## config.mk

```make
export PLATFORM = sky130hd
export DESIGN_NAME = gray_multidigit_display
export DESIGN_NICKNAME = d
export VERILOG_FILES = /design/src/rtl/gray_multidigit_display.sv
export SDC_FILE = /design/constraint.sdc
export NUM_CORES = 1
export LEC_CHECK = 0
export CORE_ASPECT_RATIO = 0.6
export CORE_UTILIZATION = 65
export DETAILED_ROUTE_END_ITERATION = 7
export DONT_BUFFER_PORTS = 1
export PLACE_DENSITY = 0.85
export SETUP_SLACK_MARGIN = 0.02
export SYNTH_ARGS = -nofsm -noshare
export SYNTH_HDL_FRONTEND = slang
export SYNTH_SLANG_ARGS = --single-unit
```

## constraint.sdc

```tcl
create_clock -name clk_pi -period 8.1 [get_ports clk_pi]
set_input_delay 1.62 -clock clk_pi [delete_from_list [all_inputs] [get_ports clk_pi]]
set_output_delay 1.62 -clock clk_pi [all_outputs]
set_load 0.05 [all_outputs]
```

## src/rtl/gray_multidigit_display.sv

```systemverilog
// Switch code reader: gray/binary decode, sequential double-dabble to BCD,
// and a multiplexed seven-segment scan with optional leading-zero blanking.

module gray_multidigit_display_add3 (
    input  logic [3:0] nib,
    output logic [3:0] adj
);
    assign adj = (nib >= 4'd5) ? nib + 4'd3 : nib;
endmodule

module gray_multidigit_display #(
    parameter int WIDTH           = 8,
    parameter int DIGITS          = 3,
    parameter int INPUT_REFRESH   = 2700000,
    parameter int DISPLAY_REFRESH = 27000
) (
    input  logic              clk_pi,
    input  logic              rst_pi,
    input  logic [WIDTH-1:0]  codigo_gray_pi,
    input  logic              modo_pi,
    input  logic              blank_pi,
    output logic [DIGITS-1:0] anodo_po,
    output logic [6:0]        catodo_po,
    output logic [WIDTH-1:0]  codigo_bin_led_po,
    output logic              valido_po
);
    localparam int SMP_W = $clog2(INPUT_REFRESH);
    localparam int REF_W = $clog2(DISPLAY_REFRESH);
    localparam int IDX_W = (DIGITS > 1) ? $clog2(DIGITS) : 1;
    localparam int CNT_W = $clog2(WIDTH + 1);
    localparam int SH_W  = DIGITS * 4 + WIDTH;

    localparam logic [SMP_W-1:0] SMP_LAST  = SMP_W'(INPUT_REFRESH - 1);
    localparam logic [REF_W-1:0] REF_LAST  = REF_W'(DISPLAY_REFRESH - 1);
    localparam logic [IDX_W-1:0] IDX_LAST  = IDX_W'(DIGITS - 1);
    localparam logic [CNT_W-1:0] ITER_LAST = CNT_W'(WIDTH - 1);

    typedef enum logic [1:0] {IDLE, LOAD, SHIFT, DONE} state_t;

    logic [WIDTH-1:0]           code_s1, code_s2, gray_bin, dec;
    logic                       modo_s1, modo_s2;
    logic [SMP_W-1:0]           smp_cnt;
    logic                       tick, tick_d, first_pend, req;
    logic [WIDTH-1:0]           codigo_bin, last_bin, src, shreg;
    logic [DIGITS-1:0][3:0]     scratch, adj, bcd;
    logic [SH_W-1:0]            sh_next;
    logic [CNT_W-1:0]           iter;
    state_t                     state, state_nxt;
    logic [REF_W-1:0]           ref_cnt;
    logic [IDX_W-1:0]           idx;
    logic [DIGITS-1:0]          zero_hi;
    logic [3:0]                 sel_nib;
    logic                       sel_blank;

    function automatic logic [6:0] seg7(input logic [3:0] n);
        case (n)
            4'd0:    seg7 = 7'b1000000;
            4'd1:    seg7 = 7'b1111001;
            4'd2:    seg7 = 7'b0100100;
            4'd3:    seg7 = 7'b0110000;
            4'd4:    seg7 = 7'b0011001;
            4'd5:    seg7 = 7'b0010010;
            4'd6:    seg7 = 7'b0000010;
            4'd7:    seg7 = 7'b1111000;
            4'd8:    seg7 = 7'b0000000;
            4'd9:    seg7 = 7'b0010000;
            default: seg7 = 7'b1111111;
        endcase
    endfunction

    always_ff @(posedge clk_pi or posedge rst_pi) begin
        if (rst_pi) begin
            code_s1 <= '0;
            code_s2 <= '0;
            modo_s1 <= 1'b0;
            modo_s2 <= 1'b0;
        end else begin
            code_s1 <= codigo_gray_pi;
            code_s2 <= code_s1;
            modo_s1 <= modo_pi;
            modo_s2 <= modo_s1;
        end
    end

    // Each binary bit is the parity of the gray bits at and above it.
    for (genvar i = 0; i < WIDTH; i++) begin : g_gray
        assign gray_bin[i] = ^code_s2[WIDTH-1:i];
    end
    assign dec  = modo_s2 ? code_s2 : gray_bin;
    assign tick = (smp_cnt == SMP_LAST);
    assign req  = tick_d && (first_pend || (codigo_bin != last_bin));

    always_ff @(posedge clk_pi or posedge rst_pi) begin
        if (rst_pi) begin
            smp_cnt    <= '0;
            codigo_bin <= '0;
            tick_d     <= 1'b0;
            first_pend <= 1'b1;
        end else begin
            smp_cnt <= tick ? '0 : smp_cnt + 1'b1;
            tick_d  <= tick;
            if (tick)   codigo_bin <= dec;
            if (tick_d) first_pend <= 1'b0;
        end
    end

    for (genvar k = 0; k < DIGITS; k++) begin : g_dd
        gray_multidigit_display_add3 u_add3 (.nib(scratch[k]), .adj(adj[k]));
    end
    assign sh_next = {adj, shreg} << 1;

    always_ff @(posedge clk_pi or posedge rst_pi) begin
        if (rst_pi) state <= IDLE;
        else        state <= state_nxt;
    end

    always_comb begin
        state_nxt = state;
        case (state)
            IDLE:    if (req) state_nxt = LOAD;
            LOAD:    state_nxt = SHIFT;
            SHIFT:   if (iter == ITER_LAST) state_nxt = DONE;
            default: state_nxt = IDLE;
        endcase
    end

    always_comb begin
        valido_po = (state == DONE);
    end

    // The final shift commits straight into bcd so it is valid during DONE.
    always_ff @(posedge clk_pi or posedge rst_pi) begin
        if (rst_pi) begin
            shreg    <= '0;
            scratch  <= '0;
            iter     <= '0;
            src      <= '0;
            bcd      <= '0;
            last_bin <= '0;
        end else begin
            case (state)
                LOAD: begin
                    shreg   <= codigo_bin;
                    src     <= codigo_bin;
                    scratch <= '0;
                    iter    <= '0;
                end
                SHIFT: begin
                    shreg   <= sh_next[WIDTH-1:0];
                    scratch <= sh_next[SH_W-1:WIDTH];
                    iter    <= iter + 1'b1;
                    if (iter == ITER_LAST) begin
                        bcd      <= sh_next[SH_W-1:WIDTH];
                        last_bin <= src;
                    end
                end
                default: ;
            endcase
        end
    end

    always_ff @(posedge clk_pi or posedge rst_pi) begin
        if (rst_pi) begin
            ref_cnt <= '0;
            idx     <= '0;
        end else if (ref_cnt == REF_LAST) begin
            ref_cnt <= '0;
            idx     <= (idx == IDX_LAST) ? '0 : idx + 1'b1;
        end else begin
            ref_cnt <= ref_cnt + 1'b1;
        end
    end

    for (genvar k = 0; k < DIGITS; k++) begin : g_zero
        assign zero_hi[k] = ~|bcd[DIGITS-1:k];
    end

    always_comb begin
        sel_nib   = '0;
        sel_blank = 1'b0;
        for (int k = 0; k < DIGITS; k++) begin
            if (idx == IDX_W'(k)) begin
                sel_nib   = bcd[k];
                sel_blank = blank_pi && (k != 0) && zero_hi[k];
            end
        end
    end

    always_ff @(posedge clk_pi or posedge rst_pi) begin
        if (rst_pi) begin
            anodo_po  <= ~DIGITS'(1);
            catodo_po <= 7'b1000000;
        end else begin
            anodo_po  <= ~(DIGITS'(1) << idx);
            catodo_po <= sel_blank ? 7'b1111111 : seg7(sel_nib);
        end
    end

    assign codigo_bin_led_po = ~codigo_bin;
endmodule

```

* Yosys cells after proc, flatten, opt, wreduce, memory -nomap -nowiden
Memory sizes are Yosys's and may differ from the RTL's.
Cells that the tools add are included.
** Storage, ports and cells
- Latch bits :: 0
- Memory bits (read-only) :: 112
- RAM bits :: 0
- Output and inout bits :: 19
- Memories kept :: 1
- Input bits :: 12
- Register bits :: 131
** Operators by class
- Magnitude comparators :: 3
- Equal/unequal tests :: 11
- Bitwise gates (word level) :: 2
- Reduce and logical (&&, ||, !) cells :: 20
- Divide/modulo/power cells :: 0
- Add/subtract/negate cells :: 7
- Multiply operators :: 0
- Multiplexer cells :: 19
- Shift operators :: 1
** Memories
- (name not given) :: words 16, width 7, rd ports 1, clocked after Yosys merged registers in 0, wr ports 0, line 56 : case (n)
** Operators with widths (number)
- 12-bit case mux with 2 select lines :: 1
- 22-bit by 1-bit adder with 22-bit output (second input constant) :: 1
- 22-bit equality test (second input constant) :: 1
- 22-bit two-way mux :: 1
- 4-bit two-way mux :: 5
- 8-bit case mux with 2 select lines :: 1
- 15-bit by 1-bit adder with 15-bit output (second input constant) :: 1
- 15-bit equality test (second input constant) :: 1
- 15-bit two-way mux :: 1
- 7-bit two-way mux :: 2
- 4-bit by 3-bit >= comparator with 1-bit output (second input constant) :: 3
- 4-bit by 2-bit adder with 4-bit output (second input constant) :: 2
- 8-bit != test :: 1
- 8-bit inverter :: 1
- 4-bit case mux with 2 select lines :: 1
- 8-bit OR reduction :: 1
- 8-bit XOR reduction :: 1
- 7-bit XOR reduction :: 1
- 2-bit equality test (second input constant) :: 3
- 2-bit two-way mux :: 3
- 2-bit case mux with 3 select lines :: 1
- 6-bit XOR reduction :: 1
- 5-bit XOR reduction :: 1
- 4-bit by 1-bit adder with 4-bit output (second input constant) :: 1
- 19 further kinds :: 27

* Depth between registers and ports, before layout
- Depth after elaboration :: 6
- Gate-level depth with buffers :: 9
- Gate-level depth less buffers :: 7

* Modules after synthesis
Synthesis repeated with hierarchy kept, for this count alone.
** Unflattened totals
- Cells, all modules :: 537
- Area, all modules :: 5926.9 µm²
** By module, submodules not included
- gray_multidigit_display :: seq. area each 3283.1 µm², cells each 489, instances 1, area each 5622.9 µm²
- gray_multidigit_display_add3 :: seq. area each 0.0 µm², cells each 16, instances 3, area each 101.3 µm²

* Worst setup path before layout
Ideal clock, no wire load.
- Kind :: register -> output
- From :: reg state[1]
- To :: out valido_po
- Path slack :: 5.638 ns
- Cell stages (with the launch flop) :: 2
- Buffers on the path :: 0
- Required time :: 6.480 ns
- Data arrival time :: 0.842 ns
- Cells stage by stage :: dfrtp_1 -> ha_1
** Between the ends
- Longest elaborated chain between the ends :: 1
** RTL lines
- start, declared :: line 48 : state_t state, state_nxt;
- start signal, assigned :: line 114 : else state <= state_nxt;
- 2-bit equality test :: line 128 : valido_po = (state == DONE);
- end, declared :: line 25 : output logic valido_po
Every way passes these cells.

* Worst setup path in the final report
Same ends and word-level chain as after synthesis.

==> metrics.md <==
| Metric | Value |
|---|---|
| Seq/Total Area, Yosys | 56.4% |
| Antenna violations before repair | 0 |
| Outcome | complete, no violations |
| Via count | 3841 |
| Final nets | approximately 560 |
| Maximum vdd drop | between 0.15 and 0.2 mV |
| Root Driver | clkbuf_16 |
| Rows | 26 |
| Post-DP Area | 5920 um^2 |
| Largest family of logic cells by synthesized area | simple AND/OR/NAND/NOR gates |
| Clock skew | roughly 0.0075 ns |
| Ys async rst share | 100% |
| #FFs+latches synth | around 130 |
| Crit path launch type | flop |
| Fill cell count | between 500 and 600 |
| Final wirelength | 11200 um |
| Slew HR | 37.3% |
| Vert. Die Dim | 75.3 um |
| Vias per std cell | 5.83 |
| Crit path DAT | ~1.3 ns |
| Largest net degree at the start of global routing | slightly below 80 |
| CTS tree | yes |
| Port-buffer cells | 0 |
| Layout area overhead | 11.9% |
| First-pass GRT wire length | around 18000 um |
| Peak per-stage delay on the critical path | 0.50 ns |
| Minimum clock period | about 2.9 ns |
| Overflow after GRT | 0 |
| Post-synthesis simple-gate area fraction | 13.9% |
| Slowest-stage cell, CP | ha_1 |
| Num Clock Sinks | 131 |
| Mux cell area share after synthesis | 6.82% |
| Ranking of synthesized cells by area | dfrtp_1 (55%), xnor2_1 (4.8%), mux2_2 (4.1%) |
| Period utilisation layout | 36.3% |
| Mapped Area | a little under 6000 um^2 |
| Initial Util | 67.7% |
| Clk Latency, worst-skew pair | about 0.42 ns |
| Global router's overall resource usage | between 20% and 30% |
| Max cap viols | 0 |
| Cells after Synth | roughly 530 |
| Critical path type | reg2out |
| Diodes inserted | 0 |
| Synth area leader | dfrtp_1 |
| Wire length per cell after detailed routing | between 15 and 20 um |
| XOR/XNOR Fraction of Synth Area | roughly 8.6% |
| Unrepaired setup endpoints after global routing | no |
| Post_cts resized | 0 |
| Drt first pass iters | 5 |
| CP Buf/Inv Count | 0 |
| Critical path capture point type | primary output |
| Num ports | 31 |
| Hold Vio Cnt, Final | 0 |
| CP required | between 6 and 7 ns |
| Post-CTS Hold Buffers | 0 |
| Die X | approximately 120 um |
| DRT antenna net count | 0 |
| Hpwl dp | approximately 7100 um |
| CP top delay family | adder cells |
| Worst hold margin | 0.349 ns |
| DRC errors left | 0 |
| Synth unique cells | 48 |
| Worst slew pin tran | between 0.9 and 1 ns |
| Die area | 9340 um^2 |
| Power Density | approximately 220 nW/um^2 |
| Hold Path Class | reg2reg |
| P_leak | 2.92 nW |
| Final core occ | around 76% |
| Maximum clock rate | about 340 MHz |
| GPL Wtd Cong | 0.770 |
| Drt initial violations | 232 |
| CTS buffer count | 17 |
| Synthesized area per cell | roughly 11 um^2 |
| Crit-path cells | ha_1 |
| Synthesis Warnings | 0 |
| Post-CTS setup buffers | 0 |
| Design Area, Final | 6510 um^2 |
| Clock slew at reported path FFs | roughly 0.060 ns |
| Vias in the first global route | between 3000 and 4000 |
| Top FF cell, synth | dfrtp_1 |
| Max Root-Sink Buffers | 2 |
| Setup TNS Final | 0 ns |
| Slew Limit Fails | 0 |
| Share of layout cells above drive strength 1 | between 10 and 15% |
| H-tree lvl count | 4 |
| Final Setup Violations | 0 |
| Crit-path max FO | 5 |
| Synth Area in Adders | ~3.2% |
| Syn_nets | around 550 |
| Area of the core | about 8600 um^2 |
| Share of the synthesized area in the top cell type | approximately 55% |
| Post-synthesis compound-gate area fraction | 7.61% |
| Number of flops mapped to enable cells by yosys | 0 |
## per-layer routing
layer | wire, um | global-route usage (%) | vias up
met5 | 0 | 0 | -
met4 | 165 | 10.2 | 0
met3 | 457 | 7.50 | 18
met2 | 5240 | 40.8 | 95
met1 | 5300 | 35.9 | 1907
li1 | - | - | 1821
## layout by cell type (no fill, tap or decap), types with 5 or more instances in the layout
master	synthesis	layout
dfrtp_1	127	127
nor2_1	53	53
nand2_1	43	43
xnor2_1	32	32
inv_1	32	31
o21ai_0	27	27
a21oi_1	22	22
mux2_2	21	21
xor2_1	20	20
nand3_1	18	18
clkbuf_16	0	17
mux2i_1	16	16
ha_1	15	15
nand4_1	11	11
o22ai_1	10	10
nor3_1	7	7
nor2b_1	6	6
nor3b_1	6	6
buf_4	0	5
## path summary, 6_finish.rpt
kind                                 start      endpoint  slack, ns  cells after the start
max in group asynchronous           rst_pi    scratch[9]       5.55                      2
min in group asynchronous           rst_pi  catodo_po[3]       1.17                      1
worst max-delay path              state[1]     valido_po       5.16                      1
worst min register to register  code_s1[1]    code_s2[1]       0.35                      0
worst min-delay path            code_s1[1]    code_s2[1]       0.35                      0
worst max register to register  ref_cnt[3]        idx[0]       5.88                      5
## synthesized netlist by cell type, types with 7 or more instances
cell,count
nand4_1,11
o21ai_0,27
xor2_1,20
nor3_1,7
nand3_1,18
mux2_2,21
clkbuf_1,9
inv_1,32
nand2_1,43
xnor2_1,32
o22ai_1,10
ha_1,15
a21oi_1,22
dfrtp_1,127
mux2i_1,16
nor2_1,53
## flip-flops by register name, indices dropped and copies added (netlist names)
register	count
src	8
ref_cnt	15
iter	4
codigo_bin	8
shreg	8
tick_d	1
last_bin	8
idx	2
scratch	12
anodo_po	3
smp_cnt	22
modo_s2	1
modo_s1	1
first_pend	1
bcd	12
code_s2	8
code_s1	8
state	2
catodo_po	7
## through the flow
step / instances / power [mW] / setup WS [ns]
3_5_place_dp: 627 / 0.704 / 5.04
4_1_cts: 659 / 1.46 / 5.14
5_1_grt: 659 / 1.49 / 5.12
2_1_floorplan: 527 / 0.697 / 2.99
3_3_place_gp: 627 / 0.702 / 5.06
6_report: 659 / 1.45 / 5.16
## where the power goes
| part | switching (mW) | total, mW | internal, mW |
|---|---|---|---|
| clock | 0.288 | 0.759 | 0.470 |
| combinational | 0.0186 | 0.0286 | 0.0100 |
| sequential | 0.00319 | 0.663 | 0.659 |
| total | 0.310 | 1.45 | 1.14 |
## logic make-up (layout without fill, tap and decap cells)
family | count (synthesis) | count (layout)
compound gates | 75 | 75
mux | 37 | 37
xor+xnor | 54 | 54
fa+ha+maj | 15 | 15
flops | 131 | 131
simple gates | 166 | 166
buf+inv | 49 | 69
## area by class of cell
type                            count  area, um^2  area share, %
Sequential cell                   131        3280           50.4
Tap cell                          112         140           2.15
Multi-Input combinational cell    347        2340           35.9
Timing Repair Buffer                5        37.5          0.577
Clock buffer                       21         460           7.07
Clock inverter                     11         126           1.94
Inverter                           32         123           1.88
## worst register-to-register path, stage by stage (launching register included)
cell,delay [ns]
dfrtp_1,0.42
nor4b_1,0.35
nand3_1,0.11
nor3_1,0.72
buf_4,0.30
mux2i_1,0.23
No activity file was read; power rests on OpenSTA's default activity.
==> patch 1 (config.mk and constraints unchanged) <==
The parameter `DISPLAY_REFRESH` goes from 27000 to 13500.
--- a/src/rtl/gray_multidigit_display.sv
+++ b/src/rtl/gray_multidigit_display.sv
@@ -12,7 +12,7 @@
     parameter int WIDTH           = 8,
     parameter int DIGITS          = 3,
     parameter int INPUT_REFRESH   = 2700000,
-    parameter int DISPLAY_REFRESH = 27000
+    parameter int DISPLAY_REFRESH = 13500
 ) (
     input  logic              clk_pi,
     input  logic              rst_pi,
Function: same outputs for any inputs over 10 cycles, from zero or initial values and one cycle with rst_pi high; that may be too few to reach the edited logic, so the function may still have changed.
==> patch 1 against the unedited design <==
  * Wire length shrank 0.47%
  * Critical path depth stayed put
  * Design area down 0.60%
  * Area after synthesis fell by 1.0%
  * Power rose by 0.56%
  * Combinational power grew 2%
  * First-iteration DRC count grew 67%
  * Core utilization decreased by 0.17 points
  * Setup slack lost 0.055 ns
  * Global-route usage is 0.44 points higher
  * Sequential cell count is 1 lower
  * Clock power up 2%
  * Largest cell class unchanged
==> patch 1: results (changes against the unedited design) <==
| Metric | Value |
|---|---|
| Via count of the first global-routing pass | 3766 (+4.7%) |
| Layout cells sized above 1 | 10.1% (-2.2 points) |
| Max-Slew Margin vs Limit | 36.4% (-0.83 points) |
| Largest net degree at the start of global routing | 80 (+1.3%) |
| Post-synth cell types | 45 (-6.3%) |
| Synth Area per Inst | 11.1 um2 (+0.88%) |
| Nets@finish | 551 (-1.8%) |
| Synth area leaders | dfrtp_1 55%, xnor2_1 4.0%, xor2_1 3.7% |
| Share of the synthesized area in the top cell type | 54.8% (+0.14 points) |
| Max IR drop VDD | 0.000179 V (+2.2%) |
| Total track usage | 26.8% (+0.44 points) |
| Setup slack, reg-to-reg | 5.70 ns (-0.18 ns) |
| CP peak stage delay | 0.55 ns (+0.05 ns) |
| Post-synth top cells | 126 x dfrtp_1, 47 x nor2_1, 43 x nand2_1, 30 x inv_1, 26 x xnor2_1 |
| Placed Area | 0.00587 mm2 (-0.85%) |
| Clock Latency Late Sink | 0.41 ns |
| Vias | 3846 (+0.13%) |
| R2R depth | 7 (+2) |
| WL/cell | 17.1 um (+1.1%) |
| Placer Congestion | 0.806 (+4.7%) |
| Syn Nets | 544 (-1.8%) |
| Placed cell count | 617 (-1.6%) |
| Status | completed |
| Num CTS Buffers | 17 (unchanged) |
| Int Pwr | 1130 uW (-1.2%) |
| First-pass GRT wire length | 18200 um (+1.7%) |
| Leakage | 0.00294 uW (+0.60%) |
| WP data arrival | 1.37 ns (+0.05 ns) |
| Final worst path period need | 2.99 ns (+0.0550 ns) |
| Worst slack, placed | 5.04 ns (+0.00142 ns) |
| R2r startpoint | smp_cnt[0] |
| Worst r2r dst | codigo_bin[0] |
| Largest registers | smp_cnt (22), ref_cnt (14) |
| Hpwl dp | 7170 um (+0.49%) |
| Post-Layout Cell Count | 649 (-1.5%) |
| Seq/Total Area, Yosys | 56.6% (+0.15 points) |
| Setup Skew | 0.00582 ns (-0.00163 ns) |
[patch 1: power groups by stage]
stage	sequential, uW	clock (uW)	combinational (uW)
final	657	772	29.2
after CTS	657	779	29.9
after detailed placement	669	0	28.8
after floorplan	668	0	23.4
after global placement	669	0	27.7
after global routing	658	810	32.9
[patch 1: kinds of logic after synthesis]
family,after synthesis,synth area share (%)
and+or+nand+nor,159,13.8
AOI/OAI and AO/OA,75,7.67
buffers and inverters,47,3.09
DFF,130,56.6
adders and majority gates,15,3.26
xor gates and xnor gates,52,8.43
muxes,39,7.19
[patch 1: area by class of cell]
cell class	count	area, um2	area share [%]
clock buffer	17	425	6.58
clock inverter	15	173	2.67
inverter	30	115	1.78
multi-input combinational	340	2320	35.9
sequential	130	3260	50.4
tap	112	140	2.17
timing repair buffer	5	37.5	0.580
[patch 1: per-layer routing]
| layer | global-route usage, % | up-vias | part of all wire [%] |
|---|---|---|---|
| met5 | 0 | - | 0 |
| met1 | 35.8 | 1917 | 47 |
| li1 | - | 1790 | - |
| met2 | 41.7 | 112 | 46 |
| met4 | 13.0 | 0 | 2.4 |
| met3 | 7.12 | 27 | 5.1 |
[patch 1: worst min-delay path by stage]
stage / startpoint / endpoint / slack (ns) / cells after the start
after floorplan: code_s1[0] / code_s2[0] / 0.33 / 0
after global placement: code_s1[2] / code_s2[2] / 0.33 / 0
after detailed placement: modo_s1 / modo_s2 / 0.33 / 0
after CTS: modo_s1 / modo_s2 / 0.35 / 0
after global routing: modo_s1 / modo_s2 / 0.35 / 0
final: modo_s1 / modo_s2 / 0.35 / 0
[patch 1: worst reg2reg max path, cell delays in order (launching register included)]
cell      delay, ns
dfrtp_1        0.39
ha_1           0.23
and3_1         0.22
nand4_1        0.16
nor3_2         0.39
buf_4          0.37
or4b_1         0.47
o211ai_1       0.09
==> patch 2 (same flow settings) <==
Without the edit above. Put a register stage on the output `codigo_bin_led_po`, without a reset. The value now appears one clock later. The other outputs are not delayed to match.
--- a/src/rtl/gray_multidigit_display.sv
+++ b/src/rtl/gray_multidigit_display.sv
@@ -196,6 +196,8 @@
         end
     end
 
-    assign codigo_bin_led_po = ~codigo_bin;
+    always_ff @(posedge clk_pi) begin
+        codigo_bin_led_po <= ~codigo_bin;
+    end
 endmodule
 
Behaviour: no difference found for any inputs over 10 cycles, from zero or initial values and one cycle with rst_pi high; that may be too few to reach the edited logic, so the function may still have changed.
==> patch 2 against the unedited design <==
  * Design area increased by 2.8%
  * Highest routed layer unchanged
  * Setup slack got worse by 0.0077 ns
  * First-iteration DRC count increased by 60%
  * Sequential cell count grew 8
  * Power is 7.7% higher
  * Area after synthesis is 2.2% higher
  * Wire length grew 8.8%
  * Global-route usage rose by 2.4 points
==> patch 2: results (changes against the unedited design) <==
| Metric | Value |
|---|---|
| Status | completed |
| Routed wl met2 | 5760 um (+9.9%) |
| R2R depth | 6 (+1) |
| First-pass GRT wire length | 20800 um (+16%) |
| Initial DRC Count | 372 (+60%) |
| GR Util met1 | 39.7% (+3.9 points) |
| Crit path capture type | output pin |
| Worst slack, placed | 5.05 ns (+0.0126 ns) |
| M1 wire length | 5470 um (+3.3%) |
| Cells after synthesis | 523 (-0.76%) |
| Nets@finish | 557 (-0.71%) |
| Largest net degree at the start of global routing | 71 (-10%) |
| Via count of the first global-routing pass | 4075 (+13%) |
| Total track usage | 28.8% (+2.4 points) |
| Post-synth cell types | 46 (-4.2%) |
| Final worst path period need | 2.95 ns (+0.00767 ns) |
| Leakage | 0.00298 uW (+1.9%) |
| Routing usage on met3 | 7.09% (-0.41 points) |
| WL final | 12100 um (+8.8%) |
| Max IR drop VDD | 0.000173 V (-1.4%) |
| Asr flop ratio synth | 94.2% (-5.8 points) |
| Hpwl dp | 7450 um (+4.4%) |
| Layout cells sized above 1 | 12.5% (+0.27 points) |
| Post-Layout Cell Count | 655 (-0.61%) |
| Setup Skew | 0.00555 ns (-0.00191 ns) |
| Hold-critical path endpoint | code_s2[4] |
| Placed Area | 0.00605 mm2 (+2.2%) |
| Seq/Total Area, Yosys | 57.9% (+1.5 points) |
| GR Layer Usage met2 | 44.6% (+3.8 points) |
| Metal3 WL | 733 um (+60%) |
| Fin Hold WS | 0.348 ns (-0.000628 ns) |
| Worst r2r dst | codigo_bin[2] |
| Placed cell count | 623 (-0.64%) |
| Hold_sp | code_s1[4] |
| Vias | 3973 (+3.4%) |
| Syn Nets | 550 (-0.72%) |
| Crit Path Max Fanout | 5 (unchanged) |
| Final instance area | 0.00669 mm2 (+2.8%) |
| Setup slack, reg-to-reg | 5.77 ns (-0.11 ns) |
| Slew @ Worst Pin | 1.00 ns (+0.0696 ns) |
| Post-synth top cells | 127 x dfrtp_1, 47 x nor2_1, 34 x xnor2_1, 31 x inv_1, 31 x nand2_1 |
| Synth area leaders | dfrtp_1 53%, xnor2_1 5.0%, mux2_2 4.0% |
| DRT Pass-1 Iters | 8 (+3) |
patch 2: cell types whose count changed after synthesis, sizes merged, moves of 2 or more:
cell	before	now
clkbuf	9	11
nand2	43	31
nand3	19	22
or3	3	1
buf	8	5
dfxtp	0	8
xnor2	32	34
nor2	53	47
o21ai	27	25
o31ai	0	3
patch 2: logic make-up after synthesis:
group                    share of synthesized area, %
AO/OA/AOI/OAI                                    7.60
XOR/XNOR                                         8.61
adder cells (fa/ha/maj)                          3.16
buffers and inverters                            3.07
flip-flops                                       57.9
multiplexers                                     6.68
AND/OR/NAND/NOR                                  12.9
patch 2: area by class of cell:
cell class	instances	area, um2
clock buffer	17	425
clock inverter	15	211
fill	551	2000
inverter	31	119
multi-input combinational	337	2320
sequential	139	3440
tap	112	140
timing repair buffer	4	30.0
patch 2: where the power goes:
part	internal [uW]	switching (uW)	total [uW]
sequential	699	3.28	702
clock	521	308	829
combinational	10.2	20.3	30.5
